`src/rtl/hydra_pkg.sv`:
```
// Shared definitions for the hydra read-sink: header layout, FSM states,
// and error-vector bit positions.
package hydra_pkg;

  localparam int LEN_MSB  = 15;
  localparam int LEN_LSB  = 7;
  localparam int PRI_MSB  = 6;
  localparam int PRI_LSB  = 4;
  localparam int DEST_MSB = 3;
  localparam int DEST_LSB = 0;

  typedef enum logic [2:0] {
    IDLE,
    REQ,
    WAIT_SOP,
    WAIT_HDR,
    DATA,
    DONE
  } state_t;

  localparam int ERR_DEST    = 0;
  localparam int ERR_LEN     = 1;
  localparam int ERR_DATA    = 2;
  localparam int ERR_PROTO   = 3;
  localparam int ERR_TIMEOUT = 4;

  function automatic logic [15:0] mk_hdr(
    input logic [8:0] len,
    input logic [2:0] pri,
    input logic [3:0] dest
  );
    return {len, pri, dest};
  endfunction

endpackage

```
`src/rtl/hydra_sat_cnt.sv`:
```
// Saturating up-counter with synchronous clear.
// Ports: clk, rst (async high), i_clr, i_inc, o_q (holds at MAX).
module hydra_sat_cnt #(
  parameter int           W   = 16,
  parameter logic [W-1:0] MAX = {W{1'b1}}
) (
  input  logic         clk,
  input  logic         rst,
  input  logic         i_clr,
  input  logic         i_inc,
  output logic [W-1:0] o_q
);

  logic [W-1:0] r_q;

  // clr together with inc loads 1, so a start-of-window
  // cycle can count itself.
  always_ff @(posedge clk or posedge rst) begin
    if (rst) begin
      r_q <= '0;
    end else if (i_clr) begin
      r_q <= W'(i_inc);
    end else if (i_inc && r_q != MAX) begin
      r_q <= r_q + W'(1);
    end
  end

  assign o_q = r_q;

endmodule

```
`src/rtl/hydra_rd_sink.sv`:
```
// Per-port read-interface consumer: requests, parses and checks packets.
// Ports: clk/rst, enable, ready out; rd_* in; pkt_* report and counters out.
module hydra_rd_sink
  import hydra_pkg::*;
#(
  parameter int PORT_ID    = 0,
  parameter int TIMEOUT    = 1024,
  parameter int CHECK_DATA = 1
) (
  input  logic        clk,
  input  logic        rst,
  input  logic        enable,
  output logic        ready,
  input  logic        rd_sop,
  input  logic        rd_vld,
  input  logic [15:0] rd_data,
  input  logic        rd_eop,
  output logic        pkt_done,
  output logic [8:0]  pkt_len,
  output logic [2:0]  pkt_prior,
  output logic [15:0] pkt_latency,
  output logic [15:0] pkt_duration,
  output logic [4:0]  pkt_err,
  output logic [31:0] pkt_cnt,
  output logic [31:0] err_cnt
);

  localparam int GW = $clog2(TIMEOUT + 1);
  localparam logic [GW-1:0] GAP_LAST = GW'(TIMEOUT - 1);

  state_t r_state;
  state_t w_nxt;

  logic [8:0] r_len;
  logic [2:0] r_prior;
  logic       r_dest_err;
  logic       r_data_err;
  logic [4:0] r_err;

  logic [GW-1:0] w_gap;
  logic [9:0]    w_beat;
  logic [9:0]    w_beat_eop;
  logic [15:0]   w_lat;
  logic [15:0]   w_dur;
  logic          w_bad;
  logic          w_len_bad;

  logic w_start;
  logic w_hdr;
  logic w_beat_inc;
  logic w_lat_inc;
  logic w_dur_inc;
  logic w_gap_inc;
  logic w_gap_clr;
  logic w_fin;
  logic w_f_to;
  logic w_f_proto;
  logic w_f_eop;
  logic w_f_bad;
  logic w_stray;
  logic [4:0] w_err;

  assign w_bad = (CHECK_DATA != 0) &&
                 (rd_data != {6'd0, w_beat});

  // Beat count as it stands after this cycle's beat,
  // for the vld+eop-together case.
  assign w_beat_eop = (rd_vld && w_beat != 10'd512) ?
                      w_beat + 10'd1 : w_beat;
  assign w_len_bad  = w_beat_eop != {1'b0, r_len};

  always_comb begin
    w_nxt      = r_state;
    w_start    = 1'b0;
    w_hdr      = 1'b0;
    w_beat_inc = 1'b0;
    w_lat_inc  = 1'b0;
    w_dur_inc  = 1'b0;
    w_gap_inc  = 1'b0;
    w_gap_clr  = 1'b0;
    w_fin      = 1'b0;
    w_f_to     = 1'b0;
    w_f_proto  = 1'b0;
    w_f_eop    = 1'b0;
    w_f_bad    = 1'b0;
    w_stray    = 1'b0;
    unique case (r_state)
      IDLE: begin
        w_stray = rd_vld | rd_eop;
        if (enable) w_nxt = REQ;
      end
      REQ: begin
        w_stray = rd_vld | rd_eop;
        w_nxt   = WAIT_SOP;
      end
      WAIT_SOP: begin
        if (rd_sop) begin
          w_start = 1'b1;
          w_nxt   = WAIT_HDR;
        end else begin
          w_stray = rd_vld | rd_eop;
        end
      end
      WAIT_HDR: begin
        w_dur_inc = 1'b1;
        if (rd_sop || rd_eop) begin
          w_f_proto = 1'b1;
          w_fin     = 1'b1;
        end else if (rd_vld) begin
          w_hdr     = 1'b1;
          w_gap_clr = 1'b1;
          w_nxt     = DATA;
        end else begin
          w_lat_inc = 1'b1;
          if (w_gap == GAP_LAST) begin
            w_f_to = 1'b1;
            w_fin  = 1'b1;
          end else begin
            w_gap_inc = 1'b1;
          end
        end
      end
      DATA: begin
        w_dur_inc = 1'b1;
        if (rd_sop) begin
          w_f_proto = 1'b1;
          w_fin     = 1'b1;
        end else begin
          if (rd_vld) begin
            w_beat_inc = 1'b1;
            w_gap_clr  = 1'b1;
            w_f_bad    = w_bad;
          end
          if (rd_eop) begin
            w_f_eop = 1'b1;
            w_fin   = 1'b1;
          end else if (!rd_vld) begin
            if (w_gap == GAP_LAST) begin
              w_f_to = 1'b1;
              w_fin  = 1'b1;
            end else begin
              w_gap_inc = 1'b1;
            end
          end
        end
      end
      DONE: begin
        w_nxt = IDLE;
      end
      default: begin
        w_nxt = IDLE;
      end
    endcase
    if (w_fin) w_nxt = DONE;
  end

  always_comb begin
    w_err              = '0;
    w_err[ERR_DEST]    = r_dest_err;
    w_err[ERR_LEN]     = w_f_eop & w_len_bad;
    w_err[ERR_DATA]    = r_data_err | w_f_bad;
    w_err[ERR_PROTO]   = w_f_proto;
    w_err[ERR_TIMEOUT] = w_f_to;
  end

  always_ff @(posedge clk or posedge rst) begin
    if (rst) begin
      r_state    <= IDLE;
      r_len      <= '0;
      r_prior    <= '0;
      r_dest_err <= 1'b0;
      r_data_err <= 1'b0;
      r_err      <= '0;
    end else begin
      r_state <= w_nxt;
      if (w_start) begin
        r_len      <= '0;
        r_prior    <= '0;
        r_dest_err <= 1'b0;
        r_data_err <= 1'b0;
      end
      if (w_hdr) begin
        r_len      <= rd_data[LEN_MSB:LEN_LSB];
        r_prior    <= rd_data[PRI_MSB:PRI_LSB];
        r_dest_err <= rd_data[DEST_MSB:DEST_LSB] != 4'(PORT_ID);
      end
      if (w_f_bad) r_data_err <= 1'b1;
      if (w_fin)   r_err      <= w_err;
    end
  end

  hydra_sat_cnt #(.W(16)) u_lat (
    .clk(clk), .rst(rst),
    .i_clr(w_start), .i_inc(w_lat_inc),
    .o_q(w_lat)
  );

  hydra_sat_cnt #(.W(16)) u_dur (
    .clk(clk), .rst(rst),
    .i_clr(w_start), .i_inc(w_dur_inc | w_start),
    .o_q(w_dur)
  );

  hydra_sat_cnt #(.W(GW)) u_gap (
    .clk(clk), .rst(rst),
    .i_clr(w_start | w_gap_clr), .i_inc(w_gap_inc),
    .o_q(w_gap)
  );

  hydra_sat_cnt #(.W(10), .MAX(10'd512)) u_beat (
    .clk(clk), .rst(rst),
    .i_clr(w_hdr), .i_inc(w_beat_inc),
    .o_q(w_beat)
  );

  hydra_sat_cnt #(.W(32)) u_pkt_cnt (
    .clk(clk), .rst(rst),
    .i_clr(1'b0), .i_inc(w_fin),
    .o_q(pkt_cnt)
  );

  hydra_sat_cnt #(.W(32)) u_err_cnt (
    .clk(clk), .rst(rst),
    .i_clr(1'b0),
    .i_inc((w_fin && w_err != 5'd0) || w_stray),
    .o_q(err_cnt)
  );

  assign ready        = (r_state == REQ);
  assign pkt_done     = (r_state == DONE);
  assign pkt_len      = r_len;
  assign pkt_prior    = r_prior;
  assign pkt_latency  = w_lat;
  assign pkt_duration = w_dur;
  assign pkt_err      = r_err;

endmodule

```
`config.mk`:
```
export PLATFORM = sky130hd
export DESIGN_NAME = hydra_rd_sink
export DESIGN_NICKNAME = d
export VERILOG_FILES = /design/src/rtl/hydra_pkg.sv /design/src/rtl/hydra_sat_cnt.sv /design/src/rtl/hydra_rd_sink.sv
export SDC_FILE = /design/constraint.sdc
export NUM_CORES = 1
export LEC_CHECK = 0
export CORE_MARGIN = 10
export CORE_UTILIZATION = 55
export CTS_CLUSTER_SIZE = 25
export DETAILED_ROUTE_END_ITERATION = 8
export PLACE_DENSITY = 0.84
export SYNTH_ARGS = -nofsm -noshare
export SYNTH_HDL_FRONTEND = slang
export SYNTH_SLANG_ARGS = --single-unit
export TNS_END_PERCENT = 1
```
`constraint.sdc`:
```
create_clock -name clk -period 7.8 [get_ports clk]
set_input_delay 2.34 -clock clk [delete_from_list [all_inputs] [get_ports clk]]
set_output_delay 2.34 -clock clk [all_outputs]
set_load 0.01 [all_outputs]
```
* Word level (Yosys, flattened, before mapping) *
Index checks and enable logic that the tools add are counted.

cells by class
  equal/unequal tests = 19
  add/subtract/negate cells = 6
  bitwise logic cells = 5
  mux-type cells = 60
  reductions and logical operators = 22

operators with widths
  kind                     number
  $add A32 B1 Y32 const B  2
  $mux W16                 4
  $ne A32 B32 Y1 const B   2
  $mux W1                  35
  $add A16 B1 Y16 const B  2
  $ne A16 B16 Y1 const B   2
  $mux W10                 3
  $mux W11                 2
  $mux W3                  7
  $mux W9                  2
  $ne A16 B10 Y1           1
  $pmux W3 S5              1
  $ne A3 B2 Y1 const B     4
  $pmux W1 S2              6
  $reduce_bool A2 Y1       6
  $add A11 B1 Y11 const B  1
  $eq A11 B10 Y1 const B   1
  $ne A11 B11 Y1 const B   1
  $add A10 B1 Y10 const B  1
  $ne A10 B10 Y1 const B   1
  $ne A10 B9 Y1            1
  $logic_and A1 B1 Y1      8
  $eq A3 B2 Y1 const B     2
  $eq A3 B3 Y1 const B     2
  10 further kinds         15

word-level totals
  word-level logic and storage cells = 124
  bits in registers = 139

* Longest topological paths before layout *
Gate-level depths: netlist of the first run.

  depth after elaboration = 10
  gate-level depth with buffers = 14

* Modules after synthesis *
Synthesis of the first run repeated with hierarchy kept, for this count alone.

second synthesis, totals
  cells, all modules = 953
  area, all modules = 8498.2 µm²

by module, submodules not included
  module                      sequential area each (µm²)  instances  area each (µm²)  cells an instance
  hydra_sat_cnt at u_pkt_cnt  800.8                       1          1911.8           212
  hydra_sat_cnt at u_err_cnt  800.8                       1          1808.0           203
  hydra_rd_sink               550.5                       1          1667.8           212
  hydra_sat_cnt at u_lat      400.4                       1          924.6            96
  hydra_sat_cnt at u_dur      400.4                       1          903.4            94
  hydra_sat_cnt at u_gap      275.3                       1          661.9            69
  hydra_sat_cnt at u_beat     250.2                       1          620.6            67

* Worst setup path after synthesis of the first run *
Ideal clock, no wire load.

  path type = input-to-reg
  from = input rd_vld
  to = register u_err_cnt.r_q[24] (netlist: u_err_cnt.o_q[24])
  data required time = 7.675 ns
  library setup time = 0.125 ns
  buffers on the path = 1
  arrival time = 4.127 ns
  cell stages on the path = 9
  slack = 3.548 ns
  path through = clkbuf_1 inv_1 a31oi_1 o21ai_0 a22o_1 o2111a_1 o21ai_0 and3_1 mux2_2

on the way
  longest elaborated chain between the ends = 8
  elaborated cells between the ends (all ways) = 24
  classes of those cells = eq/ne: 1; mux: 15; bitwise: 3; reduce/logical: 5

ends and longest elaborated chain
  what                                               RTL line              RTL
  from (decl)                                        hydra_rd_sink.sv:15   input logic rd_vld,
  $logic_and A1 B1 Y1, or another cell as far along  hydra_rd_sink.sv:68   assign w_beat_eop = (rd_vld && w_beat != 10'd512) ?
  $mux W10, or another cell as far along             hydra_rd_sink.sv:68
  $ne A10 B9 Y1, or another cell as far along        hydra_rd_sink.sv:70   assign w_len_bad = w_beat_eop != {1'b0, r_len};
  $and A1 B1 Y1, or another cell as far along        hydra_rd_sink.sv:160  w_err[ERR_LEN] = w_f_eop & w_len_bad;
  $reduce_bool A5 Y1                                 hydra_rd_sink.sv:225  .i_inc((w_fin && w_err != 5'd0) || w_stray),
  $logic_and A1 B1 Y1                                hydra_rd_sink.sv:225
  $logic_or A1 B1 Y1 *                               hydra_rd_sink.sv:225
  $logic_and A1 B1 Y1 *                              hydra_sat_cnt.sv:23   end else if (i_inc && r_q != MAX) begin
  to (signal assigned)                               hydra_sat_cnt.sv:22   r_q <= W'(i_inc);
  to (signal assigned)                               hydra_sat_cnt.sv:24   r_q <= r_q + W'(1);
  to (decl)                                          hydra_sat_cnt.sv:14   logic [W-1:0] r_q;

Every way passes the cells marked *; elsewhere a longest branch is shown, timed or not.
A chain may end at the register's enable or synchronous reset.

* Worst setup path after layout of the first run *
  from = input rd_vld
  to = register u_err_cnt.r_q[1] (netlist: u_err_cnt.o_q[1])

The elaborated chain is that of the path after synthesis.

==> metrics.csv, run 1 <==
stage,metric,value,unit
sta,Slew @ Worst Pin,1.14,ns
drt,drt total wl,19300,um
power,leakage,0.00391,uW
sta,crit share post-route,69.5,%
layout,nets,902,
setup_path,CP Launch Point,rd_vld,
yosys,mean area per synthesized cell,9.70,um2
setup_path,Worst R2R Setup Slack,4.01,ns
clock_tree,CTS resizes,0,
sta,Rel. slew slack,23.9,%
floorplanning,die area,18100,um2
setup_path,reg2reg end,u_err_cnt.o_q[1]$_DFFE_PP0P_,
power,power per cell area,285,nW/um2
drt,vias per cell,5.79,
setup_path,Worst setup SP type,primary input,
layout,layout cell share with drive strength beyond 1,8.13,%
clock_tree,root buf cell,clkbuf_16,
yosys,sequential fraction of the synthesis area,48.3,%
floorplanning,Die X,134,um
yosys,yosys warns,0,
setup_path,crit path buf inv count,2,
setup_path,"Slowest-stage cell, CP",o21ba_1,
yosys,number of flops mapped to enable cells by yosys,0,
sta,RSZ-0062 raised after global routing,no,
place,routability-driven placement congestion ratio,0.975,
sta,Slew Limit Fails,0,
sta,minimum clock period,5.42,ns
setup_path,CP Max Fanout,20,
global_route,largest net degree at the start of global routing,76,
yosys,asr flop ratio synth,100,%
worst_hold_path,Worst Hold Path EP,u_pkt_cnt.o_q[20]$_DFFE_PP0P_,
global_route,total track usage,21.4,%
layout,final core utilization,72.8,%
setup_path,worst endpoint data arrival time,5.73,ns
clock_tree,clock latency on the worst-skew pair,0.42,ns
place,port bufs,136,
global_route,gr ovfl total,0,
floorplanning,row cnt,41,
power,worst vdd ir,0.260,mV
setup_path,Worst R2R Start,u_beat.o_q[0]$_DFFE_PP0P_,
sta,hold slack,0.491,ns
clock_tree,CTS Sinks,139,
yosys,Yosys top cell area share,48.3,%
place,Post-DP HPWL,13600,um
job,MaxCap Viol Count,0,
setup_path,CP top delay family,compound AO/OA/AOI/OAI gates,
setup_path,crit path kind,in -> reg,
layout,Layout area overhead,28.5,%
place,placed cells,1026,
sta,fmax,184,MHz
global_route,antenna violations before repair,0,
clock_tree,CTS H-Tree Depth,4,
clock_tree,Post-CTS Hold Buffers,0,
global_route,vias in the first global route,6159,
setup_path,max incr delay on CP,0.99,ns
worst_hold_path,HP Start,u_pkt_cnt.o_q[20]$_DFFE_PP0P_,
worst_hold_path,worst hold path stage count,1,
worst_hold_path,Hold Path Class,reg -> reg,
layout,final cell count without fillers,1058,
clock_tree,CTS tree,done,
yosys,largest area contributor in the netlist,dfrtp_1,
floorplanning,Die Ht,134,um
sta,TNS Setup,0,ns
drt,1st-iter DRT viols,499,
sta,Clock Skew,0.00820,ns
clock_tree,clock buffer depth,2,
floorplanning,Core Box Area,12700,um2
yosys,post-synthesis cell count,743,
global_route,wire length of the first global-routing pass,31700,um
floorplanning,boundary pin count,137,
sta,fin worst setup slack,2.38,ns
drt,WL/cell,18.2,um
setup_path,CP cell instances,clkdlybuf4s50_1 > inv_1 > nand3_1 > a21o_1 > a2bb2oi_1 > a21oi_1 > o21ba_1 > mux2_2,
run_status,run status,"finished, final reports clean",
setup_path,R2R cell count,9,
drt,ANT nets after route,0,
drt,DRC viols,0,
yosys,Synth area leaders,"dfrtp_1 (48%), xor2_1 (7.5%), xnor2_1 (5.3%), nand2_1 (4.6%), nand3_1 (4.2%)",
setup_path,CP Data Required Time,8.11,ns
clock_tree,clk slew on worst S/H paths,0.06,ns
layout,# fillers,928,
place,dpl ws,1.98,ns
drt,1st-pass router iterations,5,
yosys,"Primary FF master, synth",dfrtp_1,
yosys,syn nets,772,
drt,via count,6121,
layout,diodes inserted,0,
yosys,post-synth cell types,59,
yosys,"flops & latches, synth",139,
clock_tree,# Post-CTS Setup Buffers,0,
floorplanning,Initial Util,56.6,%
yosys,Netlist Area Pre-Place,7200,um2
sta,final hold violations,0,
clock_tree,TritonCTS buffer count,17,
setup_path,Worst setup EP type,register,
sta,final setup violation count,0,
synthesized netlist by cell type (all sizes together), types with 2 or more instances:
cell type / instances
nor2b: 3
mux2: 6
and2: 8
nor2: 82
inv: 16
a21oi: 19
o21a: 2
a22o: 2
o31ai: 7
mux2i: 2
or4: 2
a31oi: 7
o21ai: 32
nand2: 89
a21o: 4
buf: 15
dfrtp: 139
and4: 7
o22a: 2
o311a: 2
clkbuf: 14
nor3: 21
nor4b: 2
or3: 9
xnor2: 44
xor2: 66
nand4: 25
or2: 4
nand3: 61
nor3b: 4
and3: 15
ha: 7
nor4: 12
logic make-up (layout without fill, tap and decap cells):
| group | count (synthesis) | after routing | synth area share (%) |
|---|---|---|---|
| xor gates and xnor gates | 110 | 110 | 13.8 |
| adders and majority gates | 7 | 7 | 1.22 |
| AOI/OAI and AO/OA | 86 | 86 | 7.38 |
| muxes | 8 | 8 | 1.22 |
| buffers and inverters | 45 | 188 | 3.23 |
| and+or+nand+nor | 348 | 348 | 24.9 |
| DFF | 139 | 139 | 48.3 |
cells in the final DEF, fill, tap and decap left out, types with 6 or more instances in the layout:
cell | netlist | layout
nand4_1 | 25 | 25
dfrtp_1 | 139 | 139
nand3_1 | 60 | 60
nor3_1 | 17 | 17
or3_1 | 9 | 9
nor2_1 | 73 | 73
mux2_2 | 6 | 6
clkbuf_16 | 0 | 17
xnor2_1 | 44 | 44
ha_1 | 7 | 7
a21oi_1 | 19 | 19
clkdlybuf4s50_1 | 0 | 136
and2_1 | 7 | 7
inv_1 | 16 | 15
xor2_1 | 62 | 62
and4_1 | 7 | 7
a31oi_1 | 7 | 7
and3_1 | 15 | 15
nand2_1 | 88 | 88
nor4_1 | 7 | 7
o31ai_1 | 7 | 7
o21ai_0 | 32 | 32
state kept, by name (all words and copies together) (netlist names), 3 cells and up:
| signal | flops |
|---|---|
| u_beat.o_q | 10 |
| u_lat.o_q | 16 |
| u_err_cnt.o_q | 32 |
| pkt_prior | 3 |
| u_dur.o_q | 16 |
| u_gap.o_q | 11 |
| pkt_err | 5 |
| u_pkt_cnt.o_q | 32 |
| r_state | 3 |
| pkt_len | 9 |
metal layers:
| layer | vias up | GRT usage, % | share of wire (%) |
|---|---|---|---|
| met5 | - | 0 | 0 |
| met4 | 0 | 8.10 | 1.9 |
| met3 | 30 | 6.97 | 7.0 |
| met2 | 228 | 34.6 | 49 |
| met1 | 3028 | 26.1 | 42 |
| li1 | 2835 | - | - |
final cells by class:
class	count	area [um2]	area share (%)
Tap cell	172	215	2.32
Timing Repair Buffer	140	1390	15.0
Multi-Input combinational cell	559	3500	37.8
Clock inverter	11	141	1.53
Inverter	16	65.1	0.703
Clock buffer	21	470	5.08
Sequential cell	139	3480	37.6
worst register-to-register path: cells and delay by family (launching register included):
kind                       cells  cell delay (ns)
adders and majority gates      1             0.36
muxes                          1             0.43
AOI/OAI and AO/OA              4             1.55
DFF                            1             0.55
and+or+nand+nor                3             0.80
how the worst max path moves through the flow:
stage / depth (start not counted) / endpoint / slack, ns
CTS: 8 / u_err_cnt.o_q[1]$_DFFE_PP0P_ / 2.42
global placement: 9 / u_err_cnt.o_q[1]$_DFFE_PP0P_ / 2.09
detailed placement: 8 / u_err_cnt.o_q[1]$_DFFE_PP0P_ / 1.98
finish: 8 / u_err_cnt.o_q[1]$_DFFE_PP0P_ / 2.38
global route: 8 / u_err_cnt.o_q[1]$_DFFE_PP0P_ / 2.12
floorplan: 1 / pkt_err[0]$_DFFE_PP0P_ / 1.74
metrics by stage:
stage               power (uW)  area, um2
CTS                       2650       9260
floorplan                 1480       7200
global route              2780       9260
finish                    2630       9260
detailed placement        1810       8650
global placement          1780       8650
report_power, final:
| part | internal (uW) | switching (uW) |
|---|---|---|
| clock network | 527 | 306 |
| registers | 843 | 167 |
| logic | 375 | 417 |
| total | 1750 | 890 |
Note: power is estimated with default switching activity, not from simulation.
==> run 2, diff against run 1 <==
--- a/config.mk
+++ b/config.mk
@@ -6,10 +6,10 @@
 export NUM_CORES = 1
 export LEC_CHECK = 0
 export CORE_MARGIN = 10
-export CORE_UTILIZATION = 55
+export CORE_UTILIZATION = 53
 export CTS_CLUSTER_SIZE = 25
 export DETAILED_ROUTE_END_ITERATION = 8
-export PLACE_DENSITY = 0.84
+export PLACE_DENSITY = 0.81
 export SYNTH_ARGS = -nofsm -noshare
 export SYNTH_HDL_FRONTEND = slang
 export SYNTH_SLANG_ARGS = --single-unit
==> constraint.sdc (replaced) <==
create_clock -name clk -period 5.5 [get_ports clk]
set_input_delay 1.65 -clock clk [delete_from_list [all_inputs] [get_ports clk]]
set_output_delay 1.65 -clock clk [all_outputs]
set_load 0.01 [all_outputs]
==> metrics.csv, run 2 (synthesis gave the netlist of run 1 again) <==
stage,metric,value,unit
clock_tree,Post-CTS Hold Buffers,0,
layout,"commonest non-fill, non-tap cell in the layout",dfrtp_1,
drt,DRC viols,0,
floorplanning,Initial Util,54.2,%
global_route,vias in the first global route,6204,
setup_path,Worst R2R Start,u_beat.o_q[1]$_DFFE_PP0P_,
setup_path,reg2reg end,u_err_cnt.o_q[24]$_DFFE_PP0P_,
place,port bufs,136,
floorplanning,boundary pin count,137,
sta,RSZ-0062 raised after global routing,no,
layout,layout cell share with drive strength beyond 1,8.64,%
sta,minimum clock period,4.45,ns
sta,Slew @ Worst Pin,0.950,ns
power,power per cell area,408,nW/um2
layout,diodes inserted,0,
layout,# fillers,967,
global_route,gr ovfl total,0,
sta,TNS Setup,0,ns
job,MaxCap Viol Count,0,
layout,post-route design area,9330,um2
place,routability-driven placement congestion ratio,0.977,
setup_path,"Slowest-stage cell, CP",nor4_1,
drt,WL/cell,17.9,um
layout,nets,908,
setup_path,worst endpoint data arrival time,4.74,ns
worst_hold_path,Hold Path Class,reg -> reg,
power,leakage,0.00393,uW
drt,1st-iter DRT viols,432,
floorplanning,Die Ht,137,um
sta,Rel. slew slack,36.7,%
layout,Layout area overhead,29.5,%
floorplanning,Die X,137,um
setup_path,CP Launch Point,rd_data[2],
clock_tree,CTS resizes,0,
clock_tree,CTS H-Tree Depth,4,
setup_path,CP cell instances,clkdlybuf4s50_1 > xor2_1 > nor4_1 > a31oi_1 > nor4_1 > a2bb2oi_1 > a21oi_1 > o21ba_1 > buf_4 > nor3_1 > xor2_1,
sta,final hold violations,0,
clock_tree,clock latency on the worst-skew pair,0.42,ns
drt,1st-pass router iterations,6,
drt,vias per cell,5.64,
setup_path,max incr delay on CP,0.54,ns
drt,via count,6015,
layout,final core utilization,70.2,%
sta,fmax,225,MHz
clock_tree,clock buffer depth,2,
clock_tree,# Post-CTS Setup Buffers,0,
setup_path,Worst setup EP type,register,
layout,most frequent cells in the layout,"dfrtp_1 (139), clkdlybuf4s50_1 (136), nand2_1 (88)",
setup_path,Worst R2R Setup Slack,2.07,ns
clock_tree,clk slew on worst S/H paths,0.06,ns
clock_tree,CTS Sinks,139,
place,Post-DP Area,8700,um2
sta,hold slack,0.485,ns
global_route,wire length of the first global-routing pass,31400,um
setup_path,Worst setup endpoint,u_err_cnt.o_q[13]$_DFFE_PP0P_,
clock_tree,CTS tree,done,
sta,final setup violation count,0,
floorplanning,Core Box Area,13300,um2
sta,Slew Limit Fails,0,
setup_path,crit path kind,in -> reg,
global_route,antenna violations before repair,0,
clock_tree,TritonCTS buffer count,17,
drt,drt total wl,19100,um
floorplanning,row cnt,42,
global_route,largest net degree at the start of global routing,109,
setup_path,CP Data Required Time,5.79,ns
global_route,total track usage,20.7,%
setup_path,R2R cell count,9,
floorplanning,die area,18700,um2
clock_tree,root buf cell,clkbuf_16,
setup_path,CP Max Fanout,9,
place,Post-DP HPWL,13600,um
power,worst vdd ir,0.281,mV
setup_path,Worst setup SP type,primary input,
sta,Clock Skew,0.00935,ns
sta,crit share post-route,80.9,%
run_status,run status,"finished, final reports clean",
drt,ANT nets after route,0,
[run 2: routing by layer]
metal	up-vias	GRT usage (%)	share of wire, %
met4	0	7.40	1.8
met5	-	0	0
met1	2921	25.0	41
met3	38	7.48	8.4
li1	2840	-	-
met2	216	33.5	49
[run 2: worst min path at each step]
stage / to / slack (ns) / cells after the start / from
final: pkt_err[3]$_DFFE_PP0P_ / 0.48 / 1 / pkt_err[3]$_DFFE_PP0P_
after global routing: u_pkt_cnt.o_q[18]$_DFFE_PP0P_ / 0.52 / 1 / u_pkt_cnt.o_q[18]$_DFFE_PP0P_
after CTS: pkt_err[3]$_DFFE_PP0P_ / 0.48 / 1 / pkt_err[3]$_DFFE_PP0P_
after detailed placement: pkt_err[3]$_DFFE_PP0P_ / 0.47 / 1 / pkt_err[3]$_DFFE_PP0P_
after global placement: pkt_err[3]$_DFFE_PP0P_ / 0.47 / 1 / pkt_err[3]$_DFFE_PP0P_
after floorplan: r_dest_err$_DFFE_PP0P_ / 0.49 / 2 / r_dest_err$_DFFE_PP0P_
[run 2: power by group]
part           internal, uW  total, uW  switching (uW)
Combinational           551       1150             598
Sequential             1190       1430             238
Clock                   793       1230             434
[run 2: area by class of cell]
cell class / count / area (um2) / area share, %
clock buffers: 21 / 470 / 5.04
multi-input cells: 559 / 3500 / 37.5
flip-flops and latches: 139 / 3480 / 37.3
repair buffers: 146 / 1440 / 15.4
clock inverters: 10 / 163 / 1.74
inverters: 16 / 65.1 / 0.697
well taps: 176 / 220 / 2.36
[run 2: worst max-delay path: cells and delay by family]
family	cells	cell delay, ns
and+or+nand+nor	3	0.91
AOI/OAI and AO/OA	4	1.15
xor gates and xnor gates	2	0.30
buffers and inverters	2	0.71
[run 2: per-stage QoR]
step | total power, uW | setup WS (ns) | std cells
floorplan | 2100 | 0.125 | 743
global placement | 2550 | 0.775 | 1036
detailed placement | 2590 | 0.722 | 1036
CTS | 3830 | 1.14 | 1067
global route | 4020 | 0.851 | 1067
finish | 3810 | 1.05 | 1067
==> run 3, diff against run 2 <==
--- a/config.mk
+++ b/config.mk
@@ -6,10 +6,10 @@
 export NUM_CORES = 1
 export LEC_CHECK = 0
 export CORE_MARGIN = 10
-export CORE_UTILIZATION = 53
+export CORE_UTILIZATION = 48
 export CTS_CLUSTER_SIZE = 25
 export DETAILED_ROUTE_END_ITERATION = 8
-export PLACE_DENSITY = 0.81
+export PLACE_DENSITY = 0.78
 export SYNTH_ARGS = -nofsm -noshare
 export SYNTH_HDL_FRONTEND = slang
 export SYNTH_SLANG_ARGS = --single-unit
==> constraint.sdc (replaced) <==
create_clock -name clk -period 3.78 [get_ports clk]
set_input_delay 1.134 -clock clk [delete_from_list [all_inputs] [get_ports clk]]
set_output_delay 1.134 -clock clk [all_outputs]
set_load 0.01 [all_outputs]
==> metrics.csv, run 3 (synthesis gave the netlist of run 1 again) <==
stage,metric,value,unit
run_status,run status,"finished, final reports clean",
sta,Clock Skew,0.00971,ns
sta,Slew @ Worst Pin,0.738,ns
power,power per cell area,597,nW/um2
sta,final hold violations,0,
setup_path,CP Max Fanout,6,
setup_path,max incr delay on CP,0.42,ns
clock_tree,clk slew on worst S/H paths,0.06,ns
clock_tree,# Post-CTS Setup Buffers,0,
floorplanning,die area,20300,um2
place,routability-driven placement congestion ratio,0.905,
drt,1st-iter DRT viols,429,
sta,fin worst setup slack,0.279,ns
drt,WL/cell,17.0,um
clock_tree,clock latency on the worst-skew pair,0.42,ns
global_route,total track usage,18.7,%
layout,Layout area overhead,32.8,%
power,worst vdd ir,0.476,mV
setup_path,Worst setup SP type,primary input,
clock_tree,clock buffer depth,2,
setup_path,Worst setup EP type,register,
layout,most frequent cells in the layout,"dfrtp_1 (139), clkdlybuf4s50_1 (136), nand2_1 (88)",
drt,vias per cell,5.47,
drt,via count,6006,
floorplanning,Core Box Area,14600,um2
sta,Slew Limit Fails,0,
layout,"commonest non-fill, non-tap cell in the layout",dfrtp_1,
place,Post-DP HPWL,13200,um
global_route,largest net degree at the start of global routing,140,
setup_path,crit path kind,in -> reg,
drt,drt total wl,18700,um
floorplanning,Die Ht,143,um
power,leakage,0.00405,uW
clock_tree,CTS Sinks,139,
floorplanning,row cnt,44,
floorplanning,Die X,143,um
global_route,antenna violations before repair,0,
sta,fmax,286,MHz
worst_hold_path,Hold Path Class,reg -> reg,
setup_path,CP cell instances,clkdlybuf4s50_1 > nor4_1 > buf_4 > and4_1 > a31oi_1 > nor4_1 > a2bb2oi_1 > buf_4 > a21oi_1 > o21ba_1 > buf_12 > mux2_2,
sta,Rel. slew slack,50.8,%
layout,diodes inserted,0,
sta,minimum clock period,3.50,ns
place,dpl ws,-0.143,ns
global_route,vias in the first global route,5964,
clock_tree,root buf cell,clkbuf_16,
clock_tree,CTS H-Tree Depth,4,
clock_tree,CTS tree,done,
drt,1st-pass router iterations,5,
sta,RSZ-0062 raised after global routing,no,
setup_path,crit path buf inv count,4,
setup_path,worst endpoint data arrival time,3.80,ns
layout,layout cell share with drive strength beyond 1,10.9,%
drt,ANT nets after route,0,
clock_tree,CTS resizes,0,
setup_path,CP Data Required Time,4.08,ns
floorplanning,boundary pin count,137,
sta,TNS Setup,0,ns
setup_path,"Slowest-stage cell, CP",clkdlybuf4s50_1,
layout,nets,930,
drt,DRC viols,0,
power,Pwr Total,5710,uW
job,MaxCap Viol Count,0,
sta,crit share post-route,92.6,%
sta,final setup violation count,0,
floorplanning,Initial Util,49.2,%
global_route,gr ovfl total,0,
global_route,wire length of the first global-routing pass,30800,um
setup_path,CP top delay family,buffers and inverters,
clock_tree,Post-CTS Hold Buffers,0,
place,port bufs,136,
clock_tree,TritonCTS buffer count,17,
run 3: cell types whose count changed in the layout (fill, tap and decap cells not counted):
cell / before / now
clkbuf_8: 3 / 1
buf_12: 0 / 5
clkinv_2: 2 / 1
clkinv_4: 1 / 2
clkinvlp_4: 2 / 5
buf_4: 10 / 27
run 3: cell type report:
cell class | instances | area, um2
fill | 1170 | 5080
multi-input combinational | 559 | 3500
sequential | 139 | 3480
timing repair buffer | 168 | 1660
clock buffer | 19 | 443
tap | 184 | 230
clock inverter | 13 | 190
inverter | 16 | 63.8
run 3: path summary, 6_finish.rpt:
check                                               start  slack [ns]  cells after the start                            end
min in group asynchronous                             rst        1.26                      3  u_pkt_cnt.o_q[23]$_DFFE_PP0P_
worst min register to register     pkt_err[1]$_DFFE_PP0P_        0.48                      2         pkt_err[1]$_DFFE_PP0P_
worst min-delay path               pkt_err[1]$_DFFE_PP0P_        0.48                      2         pkt_err[1]$_DFFE_PP0P_
max in group asynchronous                             rst        1.94                      3      u_beat.o_q[6]$_DFFE_PP0P_
worst max-delay path                          rd_data[14]        0.28                     12   u_err_cnt.o_q[1]$_DFFE_PP0P_
worst max register to register  u_beat.o_q[1]$_DFFE_PP0P_        0.53                     11  u_err_cnt.o_q[12]$_DFFE_PP0P_
run 3: report_power, final:
part           switching (uW)  internal [uW]
Clock                     653           1130
Sequential                340           1740
Combinational             904            950
Total                    1900           3810
run 3: metal layers:
metal  routed length (um)  GRT usage, %  up-vias  share of wire, %
met1                 8270          23.6     2934                44
met5                    0             0        -                 0
met3                 1100          5.27       16               5.9
met4                  234          7.00        0               1.3
met2                 9050          29.9      165                49
li1                     -             -     2891                 -
run 3: worst reg2reg max path: stages, from the launching register on:
cell      delay [ns]
dfrtp_1         0.51
ha_1            0.37
and3_1          0.37
a31oi_1         0.14
o311a_1         0.36
o22a_1          0.23
o2111a_1        0.31
o21ba_1         0.25
buf_12          0.15
buf_12          0.13
nor4_2          0.21
xnor2_1         0.16
run 3: stage by stage:
| stage | std cells | utilization (%) | hold WS [ns] | area [um2] |
|---|---|---|---|---|
| final | 1098 | 65.3 | 0.476 | 9570 |
| after global routing | 1098 | 65.3 | 0.496 | 9570 |
| after CTS | 1098 | 65.3 | 0.482 | 9570 |
| after detailed placement | 1066 | 61.0 | 0.469 | 8930 |
| after global placement | 1066 | 61.0 | 0.462 | 8930 |
| after floorplan | 743 | - | 0.488 | 7210 |
